File: config.mk
export PLATFORM = sky130hd
export DESIGN_NAME = spi_master_handover_seq
export DESIGN_NICKNAME = d
export VERILOG_FILES = /design/src/rtl/spi_master_handover_seq.sv
export SDC_FILE = /design/constraint.sdc
export NUM_CORES = 1
export LEC_CHECK = 0
export CAP_MARGIN = 10
export CORE_MARGIN = 4
export CORE_UTILIZATION = 52
export DETAILED_ROUTE_END_ITERATION = 8
export PLACE_DENSITY_LB_ADDON = 0.12
export SLEW_MARGIN = 20
export SYNTH_ARGS = -nofsm -noshare
export SYNTH_HDL_FRONTEND = slang
export SYNTH_SLANG_ARGS = --single-unit
File: constraint.sdc
create_clock -name clk -period 2.3 [get_ports clk]
set_input_delay 0.23 -clock clk [delete_from_list [all_inputs] [get_ports clk]]
set_output_delay 0.23 -clock clk [all_outputs]
set_load 0.02 [all_outputs]
File: src/rtl/spi_master_handover_seq.sv
// SPI flash ownership handover sequencer.
// Moves one SPI flash between the PFR CPLD and its host master (BMC or PCH).
// The flash is always held in reset while the mux switches, and the command
// filter is updated before reset is released. One instance per flash.
//
// state       | meaning
// ------------+-----------------------------------------------------------
// ST_IDLE     | waiting for a request, o_req_ready=1
// ST_RST_ASSERT | flash reset held low, mux not yet switched
// ST_SETTLE   | mux switched, waiting for the bus to settle
// ST_RELEASE  | filter updated, flash reset released on the next edge
// ST_DONE     | one-cycle o_done pulse (normal or aborted)
module spi_master_handover_seq #(
    parameter int RST_ASSERT_CYCLES = 16,
    parameter int SETTLE_CYCLES     = 8
) (
    input  logic clk,
    input  logic resetn,
    input  logic i_req_valid,
    input  logic i_req_tgt_pfr,
    input  logic i_req_hold_rst,
    output logic o_req_ready,
    input  logic i_abort,
    output logic o_master_sel_pfr,
    output logic o_flash_rst_n,
    output logic o_filter_disable,
    output logic o_busy,
    output logic o_done,
    output logic o_aborted
);

    localparam int CNT_MAX = (RST_ASSERT_CYCLES > SETTLE_CYCLES) ? RST_ASSERT_CYCLES
                                                                 : SETTLE_CYCLES;
    localparam int CNT_W   = $clog2(CNT_MAX + 1);

    localparam logic [CNT_W-1:0] RST_LAST    = CNT_W'(RST_ASSERT_CYCLES - 1);
    localparam logic [CNT_W-1:0] SETTLE_LAST = CNT_W'(SETTLE_CYCLES - 1);

    typedef enum logic [2:0] {
        ST_IDLE       = 3'd0,
        ST_RST_ASSERT = 3'd1,
        ST_SETTLE     = 3'd2,
        ST_RELEASE    = 3'd3,
        ST_DONE       = 3'd4
    } state_e;

    state_e           state_q, state_d;
    logic [CNT_W-1:0] cnt_q, cnt_d;
    logic             tgt_q, tgt_d;
    logic             hold_q, hold_d;
    logic             sel_q, sel_d;
    logic             rst_n_q, rst_n_d;
    logic             filt_dis_q, filt_dis_d;
    logic             done_q, done_d;
    logic             aborted_q, aborted_d;
    logic             ready_q, ready_d;
    logic             busy_q, busy_d;

    // State and output registers; reset leaves the PFR CPLD owning a flash held in reset.
    always_ff @(posedge clk or negedge resetn) begin
        if (!resetn) begin
            state_q    <= ST_IDLE;
            cnt_q      <= '0;
            tgt_q      <= 1'b1;
            hold_q     <= 1'b1;
            sel_q      <= 1'b1;
            rst_n_q    <= 1'b0;
            filt_dis_q <= 1'b1;
            done_q     <= 1'b0;
            aborted_q  <= 1'b0;
            ready_q    <= 1'b1;
            busy_q     <= 1'b0;
        end else begin
            state_q    <= state_d;
            cnt_q      <= cnt_d;
            tgt_q      <= tgt_d;
            hold_q     <= hold_d;
            sel_q      <= sel_d;
            rst_n_q    <= rst_n_d;
            filt_dis_q <= filt_dis_d;
            done_q     <= done_d;
            aborted_q  <= aborted_d;
            ready_q    <= ready_d;
            busy_q     <= busy_d;
        end
    end

    // Next-state and next-output logic for the handover sequence.
    always_comb begin
        state_d    = state_q;
        cnt_d      = cnt_q;
        tgt_d      = tgt_q;
        hold_d     = hold_q;
        sel_d      = sel_q;
        rst_n_d    = rst_n_q;
        filt_dis_d = filt_dis_q;
        done_d     = 1'b0;
        aborted_d  = 1'b0;

        case (state_q)
            ST_IDLE: begin
                if (i_req_valid) begin
                    tgt_d      = i_req_tgt_pfr;
                    hold_d     = i_req_hold_rst;
                    cnt_d      = '0;
                    rst_n_d    = 1'b0;
                    filt_dis_d = 1'b1;
                    state_d    = ST_RST_ASSERT;
                end
            end
            ST_RST_ASSERT: begin
                if (i_abort) begin
                    // Abort beats the mux switch on the same edge.
                    rst_n_d    = 1'b0;
                    filt_dis_d = 1'b1;
                    done_d     = 1'b1;
                    aborted_d  = 1'b1;
                    cnt_d      = '0;
                    state_d    = ST_DONE;
                end else if (cnt_q == RST_LAST) begin
                    sel_d   = tgt_q;
                    cnt_d   = '0;
                    state_d = ST_SETTLE;
                end else begin
                    cnt_d = cnt_q + CNT_W'(1);
                end
            end
            ST_SETTLE: begin
                if (i_abort) begin
                    rst_n_d    = 1'b0;
                    filt_dis_d = 1'b1;
                    done_d     = 1'b1;
                    aborted_d  = 1'b1;
                    cnt_d      = '0;
                    state_d    = ST_DONE;
                end else if (cnt_q == SETTLE_LAST) begin
                    // Filter stays enabled only when the host owns the flash.
                    filt_dis_d = tgt_q;
                    cnt_d      = '0;
                    state_d    = ST_RELEASE;
                end else begin
                    cnt_d = cnt_q + CNT_W'(1);
                end
            end
            ST_RELEASE: begin
                if (i_abort) begin
                    rst_n_d    = 1'b0;
                    filt_dis_d = 1'b1;
                    done_d     = 1'b1;
                    aborted_d  = 1'b1;
                end else begin
                    rst_n_d = !hold_q;
                    done_d  = 1'b1;
                end
                cnt_d   = '0;
                state_d = ST_DONE;
            end
            ST_DONE: begin
                cnt_d   = '0;
                state_d = ST_IDLE;
            end
            default: begin
                cnt_d   = '0;
                state_d = ST_IDLE;
            end
        endcase

        ready_d = (state_d == ST_IDLE);
        busy_d  = !ready_d;
    end

    assign o_req_ready      = ready_q;
    assign o_busy           = busy_q;
    assign o_master_sel_pfr = sel_q;
    assign o_flash_rst_n    = rst_n_q;
    assign o_filter_disable = filt_dis_q;
    assign o_done           = done_q;
    assign o_aborted        = aborted_q;

endmodule

==> metrics.cfg <==
[global_route]
grt_pass1_wl_um = 3030
grt_max_degree = 18
grtUsageTotal_pct = 15.5
grt_pass1_vias = 697
grt_overflow = 0
antenna_found_initial = 0

[synth]
yosysUniqueCellTypes = 33
syn_inst = 88
syn_area_per_cell_um2 = 10.3
ys_ff_latch = 17
yosys_warnings = 0
yosysTopAreaCellShare_pct = 33.3
ys_seq_area_share_pct = 47.9
synth_area_leaders = dfrtp_1 33%, dfstp_2 15%, ha_1 4.2%
synth_largest_area_cell = dfrtp_1
netlist_area_um2 = 902
synth.net_count = 97

[power_and_ir_drop]
cellPowerDensity_mw_per_mm2 = 616
p_leak_nw = 0.444
peakVddDrop_v = 0.000407

[detailed_routing]
vias_per_cell = 5.55
antenna_left = 0
totalWireLength_um = 1580
vias = 661
wl_per_cell_um = 13.2
drt-initial-drc-count = 8
remaining_drc_errors = 0
dr.pass1.iters = 4

[final_layout]
regArea_um2 = 432
design_area_mm2 = 0.00107
multi_input_area_um2 = 427
fillers = 133
nNetsFinal = 113
final_layout_size_suffix_gt1_share_pct = 18.4
antennaDiodeCount = 0
area_growth_pct = 18.2

[sta]
clock_skew_ps = 6.84
fmax_mhz = 473
slew_violations = 0
setup_viol = 0
tightest_slew_ps = 745
final_hold_viol_count = 0
fin_crit_ps = 2110
slew_headroom_pct = 50.2
rsz0062_at_grt = false
fin_crit_sh_pct = 91.9
finalSetupTns_ps = 0

[placement]
gp_congestion = 0.825
port_buffers = 12
post_dp_cell_area_mm2 = 0.00104
hpwlAfterDp_um = 1150

[clocking]
clockBufferDepth = 2
cts_tree = done
post_cts_buffers = 0
holdBufCountCts = 0
clk_pin_slew_ps = 100
clock_sinks = 17
cts-htree-levels = 1
clock_latency_ps = 280
cts_made_buffers = 3
ctsResizeCount = 0
cts_root_buf = clkbuf_4

[die]
start_util_pct = 57.2
die_w_um = 49.7
fp.dieH_um = 49.7
die-area_mm2 = 0.00247
core_area_mm2 = 0.00158
fp-row-count = 14
ioPinCount = 13

[worst_setup_path]
arrival_ps = 2290
cp-end-kind = flip-flop
cp.required_ps = 2480
crit_type = reg2reg
critPathMaxFanout = 5
critPathLaunchType = flip-flop

[status]
status = complete, no violations

[run]
drv_cap = 0

[min_path]
hold_class = in2async

## state kept, by name, summed over array words and instances (netlist names)
name	cells
cnt_q	5
state_q	3
hold_q	1
o_aborted	1
o_busy	1
o_done	1
o_filter_disable	1
o_flash_rst_n	1
o_master_sel_pfr	1
o_req_ready	1
tgt_q	1
## worst paths after layout
check                      depth (start not counted)             start          endpoint  slack (ps)
max reg2reg                                        7          cnt_q[0]     o_flash_rst_n         190
min in group clk                                   2  o_filter_disable  o_filter_disable         530
min                                                1            resetn            o_done         380
min reg2reg                                        2  o_filter_disable  o_filter_disable         530
max in group asynchronous                          1            resetn        state_q[0]        1450
max                                                7          cnt_q[0]     o_flash_rst_n         190
## Yosys cell counts
library cell / number
mux2i_1: 1
or3_1: 1
buf_2: 2
nand4bb_1: 1
nor4b_1: 1
nand2b_1: 4
or4b_4: 1
nand3b_1: 1
ha_1: 3
o21ai_2: 1
nor4bb_1: 1
mux2_2: 3
a21oi_1: 6
or3b_1: 1
nor3_1: 2
inv_1: 7
a21o_1: 1
a221oi_2: 1
nand2_1: 10
a22o_1: 2
nor3b_1: 1
and3_1: 1
nand3_1: 2
o21ai_0: 6
a211oi_2: 1
dfrtp_1: 12
nor4_2: 1
a2bb2oi_1: 1
dfstp_2: 5
a221o_1: 1
nor2_1: 5
buf_6: 1
a21boi_0: 1
## cell families after synthesis
kind of cell / count (synthesis) / share of synthesized area [%]
mux: 4 / 4.85
simple gates: 33 / 21.5
buf+inv: 10 / 5.27
fa+ha+maj: 3 / 4.16
compound gates: 21 / 16.4
flops: 17 / 47.9
## area by class of cell
type                       count  area share (%)
clock buffer                   4            2.46
tap                           16            1.88
timing repair buffer          14            12.7
multi-input combinational     61            40.0
sequential                    17            40.5
inverter                       7            2.46
## routing by layer
metal  GRT usage (%)  up-vias  wire length, µm
met5               0        -                0
met4            4.15        0                0
met3            3.01        0               46
met1            20.9      309              807
li1                -      342                -
met2            25.1       10              721
## layout by cell type, fill, tap and decap left out, drive strengths merged, types with 2 or more instances in the layout
cell type and count:
nand2b 4, clkdlybuf4s50 12, nor2 5, inv 7, o21ai 7, buf 2, a22o 2, clkbuf 4
a21oi 6, mux2 3, nand2 10, nand3 2, nor3 2, dfstp 5, ha 3, dfrtp 12
## power by group
group	switching [mW]	internal (mW)
registers	0.0277	0.339
logic	0.0670	0.0672
clock network	0.0886	0.0673
total	0.183	0.473
## metrics by stage
| step | instances | hold slack [ps] | setup slack (ps) | power, mW | utilization [%] |
|---|---|---|---|---|---|
| global route | 119 | 429 | 76.4 | 0.707 | 67.6 |
| global placement | 115 | 491 | 190 | 0.503 | 65.7 |
| detailed placement | 115 | 502 | 146 | 0.506 | 65.7 |
| CTS | 119 | 419 | 125 | 0.667 | 67.4 |
| finish | 119 | 377 | 187 | 0.656 | 67.6 |
| floorplan | 88 | -65.6 | 261 | 0.452 | - |
## worst max-delay path, stage by stage (launching register included)
cell and delay (ps):
dfrtp_1 420, ha_1 250, and3_1 170, ha_1 230, or3b_1 380, a21oi_2 200, a221oi_2 120, a22o_1 250
(Power assumes the default switching activity.)
